File: config.mk
export PLATFORM = sky130hd
export DESIGN_NAME = a2d_rr_sched
export DESIGN_NICKNAME = d
export VERILOG_FILES = /design/src/rtl/a2d_rr_sched.sv
export SDC_FILE = /design/constraint.sdc
export NUM_CORES = 1
export LEC_CHECK = 0
export CORE_UTILIZATION = 41
export CTS_CLUSTER_SIZE = 16
export DETAILED_ROUTE_END_ITERATION = 8
export GPL_TIMING_DRIVEN = 0
export HOLD_SLACK_MARGIN = 0.1
export PLACE_DENSITY = 0.85
export SLEW_MARGIN = 20
export SYNTH_ARGS = -nofsm -noshare
export SYNTH_HDL_FRONTEND = slang
export SYNTH_SLANG_ARGS = --single-unit
File: constraint.sdc
create_clock -name clk -period 1.9 [get_ports clk]
set_input_delay 0.285 -clock clk [delete_from_list [all_inputs] [get_ports clk]]
set_output_delay 0.285 -clock clk [all_outputs]
set_load 0.01 [all_outputs]
File: src/rtl/a2d_rr_sched.sv
// a2d_rr_sched: round-robin scheduler for the shared SPI A2D.
// Each nxt pulse runs one two-transaction conversion (command, then read)
// of the next channel in the order left load cell, right load cell,
// steering pot, battery, and holds the latest 12-bit result per channel.
// Optional build macro A2D_LD_FILT_EN: the two load-cell registers become a
// 1st-order IIR (new = old + (sample - old)/4), seeded raw by the first
// capture after reset. Steering pot and battery are always raw.
module a2d_rr_sched #(
   parameter logic [2:0] CHNL_LFT   = 3'd0,
   parameter logic [2:0] CHNL_RGHT  = 3'd4,
   parameter logic [2:0] CHNL_STEER = 3'd5,
   parameter logic [2:0] CHNL_BATT  = 3'd6,
   parameter int         GAP_CYC    = 2
) (
   input  logic        clk,
   input  logic        rst,
   input  logic        nxt,
   output logic        wrt,
   output logic [15:0] cmd,
   input  logic        done,
   input  logic [15:0] rd_data,
   output logic        busy,
   output logic        cnv_cmplt,
   output logic        rnd_cmplt,
   output logic [11:0] lft_ld,
   output logic [11:0] rght_ld,
   output logic [11:0] steer_pot,
   output logic [11:0] batt
);

   localparam int GW = (GAP_CYC > 1) ? $clog2(GAP_CYC) : 1;

   typedef enum logic [2:0] {
      S_IDLE, S_CMD, S_WAIT_CMD, S_GAP, S_RD, S_WAIT_RD
   } state_t;

   state_t         r_state;
   logic [1:0]     r_ptr;
   logic [GW-1:0]  r_gap_cnt;
   logic           r_wrt;
   logic [15:0]    r_cmd;
   logic           r_busy;
   logic           r_cnv;
   logic           r_rnd;
   logic [11:0]    r_lft;
   logic [11:0]    r_rght;
   logic [11:0]    r_steer;
   logic [11:0]    r_batt;
   logic [2:0]     w_chnl;
   logic [11:0]    w_smp;
   logic           w_unused;

`ifdef A2D_LD_FILT_EN
   logic           r_lft_seed;
   logic           r_rght_seed;

   // One IIR step: old + (sample - old) >>> 2, evaluated in 13-bit signed.
   // The result always lies between old and sample, so 12 bits suffice.
   function automatic logic [11:0] iir_upd(input logic [11:0] old, input logic [11:0] smp);
      logic signed [12:0] d;
      d = $signed({1'b0, smp}) - $signed({1'b0, old});
      iir_upd = old + 12'(d >>> 2);
   endfunction
`endif

   // Upper nibble of the SPI response carries no result bits.
   assign w_unused = ^rd_data[15:12];
   assign w_smp    = rd_data[11:0];

   // Map the round-robin pointer onto the A2D channel number.
   always_comb begin
      w_chnl = CHNL_LFT;
      case (r_ptr)
         2'd0:    w_chnl = CHNL_LFT;
         2'd1:    w_chnl = CHNL_RGHT;
         2'd2:    w_chnl = CHNL_STEER;
         default: w_chnl = CHNL_BATT;
      endcase
   end

   // Conversion sequencer with registered strobes and result registers.
   always_ff @(posedge clk or posedge rst) begin
      if (rst) begin
         r_state   <= S_IDLE;
         r_ptr     <= 2'd0;
         r_gap_cnt <= '0;
         r_wrt     <= 1'b0;
         r_cmd     <= 16'h0000;
         r_busy    <= 1'b0;
         r_cnv     <= 1'b0;
         r_rnd     <= 1'b0;
         r_lft     <= 12'h000;
         r_rght    <= 12'h000;
         r_steer   <= 12'h000;
         r_batt    <= 12'h000;
`ifdef A2D_LD_FILT_EN
         r_lft_seed  <= 1'b0;
         r_rght_seed <= 1'b0;
`endif
      end else begin
         r_wrt <= 1'b0;
         r_cnv <= 1'b0;
         r_rnd <= 1'b0;
         case (r_state)
            S_IDLE: begin
               if (nxt) begin
                  r_state <= S_CMD;
                  r_wrt   <= 1'b1;
                  r_busy  <= 1'b1;
                  r_cmd   <= {2'b00, w_chnl, 11'h000};
               end
            end
            // SPI needs more than one clock, so done is not looked at here.
            S_CMD: r_state <= S_WAIT_CMD;
            // Response to the command transaction is meaningless; drop it.
            S_WAIT_CMD: begin
               if (done) begin
                  r_state   <= S_GAP;
                  r_gap_cnt <= '0;
               end
            end
            // Give SS_n time to recover before the read transaction.
            S_GAP: begin
               if (r_gap_cnt == GW'(GAP_CYC - 1)) begin
                  r_state <= S_RD;
                  r_wrt   <= 1'b1;
               end else begin
                  r_gap_cnt <= r_gap_cnt + 1'b1;
               end
            end
            S_RD: r_state <= S_WAIT_RD;
            S_WAIT_RD: begin
               if (done) begin
                  case (r_ptr)
                     2'd0: begin
`ifdef A2D_LD_FILT_EN
                        r_lft      <= r_lft_seed ? iir_upd(r_lft, w_smp) : w_smp;
                        r_lft_seed <= 1'b1;
`else
                        r_lft <= w_smp;
`endif
                     end
                     2'd1: begin
`ifdef A2D_LD_FILT_EN
                        r_rght      <= r_rght_seed ? iir_upd(r_rght, w_smp) : w_smp;
                        r_rght_seed <= 1'b1;
`else
                        r_rght <= w_smp;
`endif
                     end
                     2'd2:    r_steer <= w_smp;
                     default: r_batt  <= w_smp;
                  endcase
                  r_cnv   <= 1'b1;
                  r_rnd   <= (r_ptr == 2'd3);
                  r_ptr   <= r_ptr + 2'd1;
                  r_busy  <= 1'b0;
                  r_state <= S_IDLE;
               end
            end
            default: r_state <= S_IDLE;
         endcase
      end
   end

   assign wrt       = r_wrt;
   assign cmd       = r_cmd;
   assign busy      = r_busy;
   assign cnv_cmplt = r_cnv;
   assign rnd_cmplt = r_rnd;
   assign lft_ld    = r_lft;
   assign rght_ld   = r_rght;
   assign steer_pot = r_steer;
   assign batt      = r_batt;

endmodule

==> reports/qor.yml <==
run_status:
  outcome: "complete, but fails checks"
  violations: "DRC"
floorplan:
  die_h_um: 82.6
  dieArea_mm2: 0.00683
  start_util: 0.422
  pin_count: 88
  die_w_um: 82.6
  core_mm2: 0.00631
  rows: 29
synthesis:
  ys_warn_count: 0
  synthSimpleGateAreaFrac: 0.0427
  synth_edf_count: 0
  yosysTopAreaCell: "dfrtp_1"
  async_flop_share: 1.00
  ys_types: 24
  synth_cells: 172
  synth_compound_area_frac: 0.0164
  synth_top_family_by_area: "multiplexers"
  synth_flop_cell: "dfrtp_1"
  synthAdderAreaFrac: 0.0235
  yosys-top-cells-area: "dfrtp_1 (57%), mux2_4 (22%), mux2_2 (4.6%)"
  syn-cell-area_mm2: 0.00267
  yosys.area.top_type_share: 0.573
  synth_xor_area_frac: 0.00328
  synth-seq-area-share: 0.573
  ys_ff_latch: 61
  synth.avg_cell_area_um2: 15.5
  muxShareOfSynthArea: 0.270
power:
  power.total_mw: 5.93
  p_clk_frac: 0.240
  p_seq_frac: 0.369
  power_density_mw_per_mm2: 1570
  p_comb_frac: 0.391
  switching_share: 0.278
  ir_worst_vdd_mv: 0.869
  leakage_nw: 1.90
  p_switching_mw: 1.65
  internal-power_mw: 4.28
sta:
  fin_crit_ns: 1.67
  slew_violations: 0
  worst_pin_slew_ns: 0.543
  finalHoldViolations: 0
  slew_headroom: 0.637
  clock.fmax_mhz: 598
  fin_worst_skew_ns: 0.00649
  setup_ws_ns: 0.227
  holdWs_ns: 0.315
  setup_viol: 0
  rsz0062_at_grt: "no"
  setup_tns_ns: 0
  period_share: 0.880
global_route:
  met2_usage: 0.259
  grt_pass1_wl_mm: 8.12
  grt_remaining_overflow: 0
  grt_util_met3: 0.0703
  antenna_found_initial: 0
  grt.busiest_layer: "met2"
  grt_max_degree: 35
  grt_usage: 0.167
  grtUsageMet1: 0.212
  grt_pass1_vias: 1527
routing:
  routed_wl_mm: 5.33
  vias_per_cell: 4.58
  ant_nets: 0
  num_vias: 1595
  first_iter_violations: 60
  dr.pass1.iters: 6
  wl_per_cell_um: 15.3
  drc_errors: 2
critical_path:
  worst_setup_path_start_kind: "flop"
  critical_path_class: "flop to flop"
  cp_max_fo: 10
  endpoint_kind: "flop"
  critical_path_required_ns: 2.12
  worstPathArrival_ns: 1.89
cells_and_area:
  utilization: 0.598
  finalNonFillerCells: 348
  drive_gt1_frac: 0.343
  diodes: 0
  syn2layout_area_growth_pct: 41.7
  num-fill-cells: 486
  nets: 291
  fin_area_mm2: 0.00378
cts:
  hold_buffers: 0
  path_clk_slew_ns: 0.07
  clkSinkCount: 61
  cts_resized: 0
  postCtsSetupBuffers: 0
  cts_buffer_depth: 2
  clk_latency_ns: 0.33
  htree_num_levels: 3
  cts_tree: "built"
  clockRootBuffer: "clkbuf_8"
  cts_made_buffers: 9
placed_design:
  io_buffers: 70
  place_area_mm2: 0.00353
  dp_hpwl_mm: 3.73
  pre_cts_slack_ns: -0.0485
  dp_cells: 332
  gp_congestion: 0.758
run:
  max-cap-violations: 0
worst_hold_path:
  min_path_type: "input pin to async pin"
-- power groups by stage --
stage	Sequential [mW]	Combinational (mW)	Clock [mW]
after floorplan	2.38	0.935	0
after global placement	2.18	2.27	0
after detailed placement	2.21	2.34	0
after CTS	2.20	2.35	1.46
after global routing	2.26	2.52	1.50
final	2.19	2.32	1.42
-- synth_stat cells (2+ instances only) --
master,number
dfrtp_1,61
mux2_4,39
buf_4,16
mux2_2,11
inv_1,6
nor2_1,6
ha_1,5
buf_6,4
nand2_1,4
nand2_2,4
a21oi_1,2
o22ai_1,2
-- critical path: stages, from the launching register on --
cell     delay [ns]
dfrtp_1        0.36
buf_4          0.16
and4b_1        0.20
buf_4          0.17
nand2_2        0.14
buf_6          0.21
mux2_4         0.31
-- cells by family after synthesis --
group                      Yosys count
and+or+nand+nor                     20
AOI/OAI and AO/OA                    7
DFF                                 61
xor gates and xnor gates             1
muxes                               51
buffers and inverters               26
other                                1
adders and majority gates            5
-- layout make-up --
type,count,area [um^2],area share
timing repair buffer,71,721,0.191
multi-input combinational,97,997,0.264
buffer,20,165,0.0437
inverter,6,25.0,0.00662
tap,77,96.3,0.0255
clock inverter,6,110,0.0291
clock buffer,10,138,0.0364
sequential,61,1530,0.404
-- final timing paths --
path,start,endpoint,cells past startpoint,slack [ns]
setup / recovery,r_state[0],batt[5],6,0.23
setup reg to reg,r_state[0],batt[5],6,0.23
hold reg to reg,batt[9],batt[9],1,0.50
min in group clk,batt[9],batt[9],1,0.50
max in group asynchronous,rst,rght_ld[9],3,1.10
hold / removal,rst,r_state[1],2,0.32
-- layer usage --
metal	share of wire	wire length, um	vias to the layer above
met5	0	0	-
met1	0.43	2300	790
met4	0.011	56	0
li1	-	-	746
met3	0.066	354	6
met2	0.49	2620	53
-- flip-flops by register name, indices dropped and copies added, names as in the netlist --
register / flops
batt: 12
busy: 1
cmd: 3
cnv_cmplt: 1
lft_ld: 12
r_gap_cnt: 1
r_ptr: 2
r_state: 3
rght_ld: 12
rnd_cmplt: 1
steer_pot: 12
wrt: 1
-- placed cells by master, fill, tap and decap left out --
master / n
nand2_1: 4
ha_1: 5
nand2b_1: 1
clkinv_2: 1
a21oi_1: 2
bufinv_16: 3
xnor2_1: 1
inv_4: 1
mux2i_1: 1
inv_1: 5
conb_1: 13
mux2_2: 11
nand3b_1: 1
o21ai_0: 1
buf_4: 16
nor4b_2: 1
nand2_2: 4
nor3b_1: 1
nand3_1: 1
a2bb2oi_1: 1
buf_12: 1
clkinvlp_4: 2
clkbuf_8: 10
o22ai_1: 2
dfrtp_1: 61
clkdlybuf4s50_1: 70
and4b_1: 1
o31ai_1: 1
mux2_4: 39
nor2_1: 6
buf_6: 4
(Power assumes the default switching activity.)
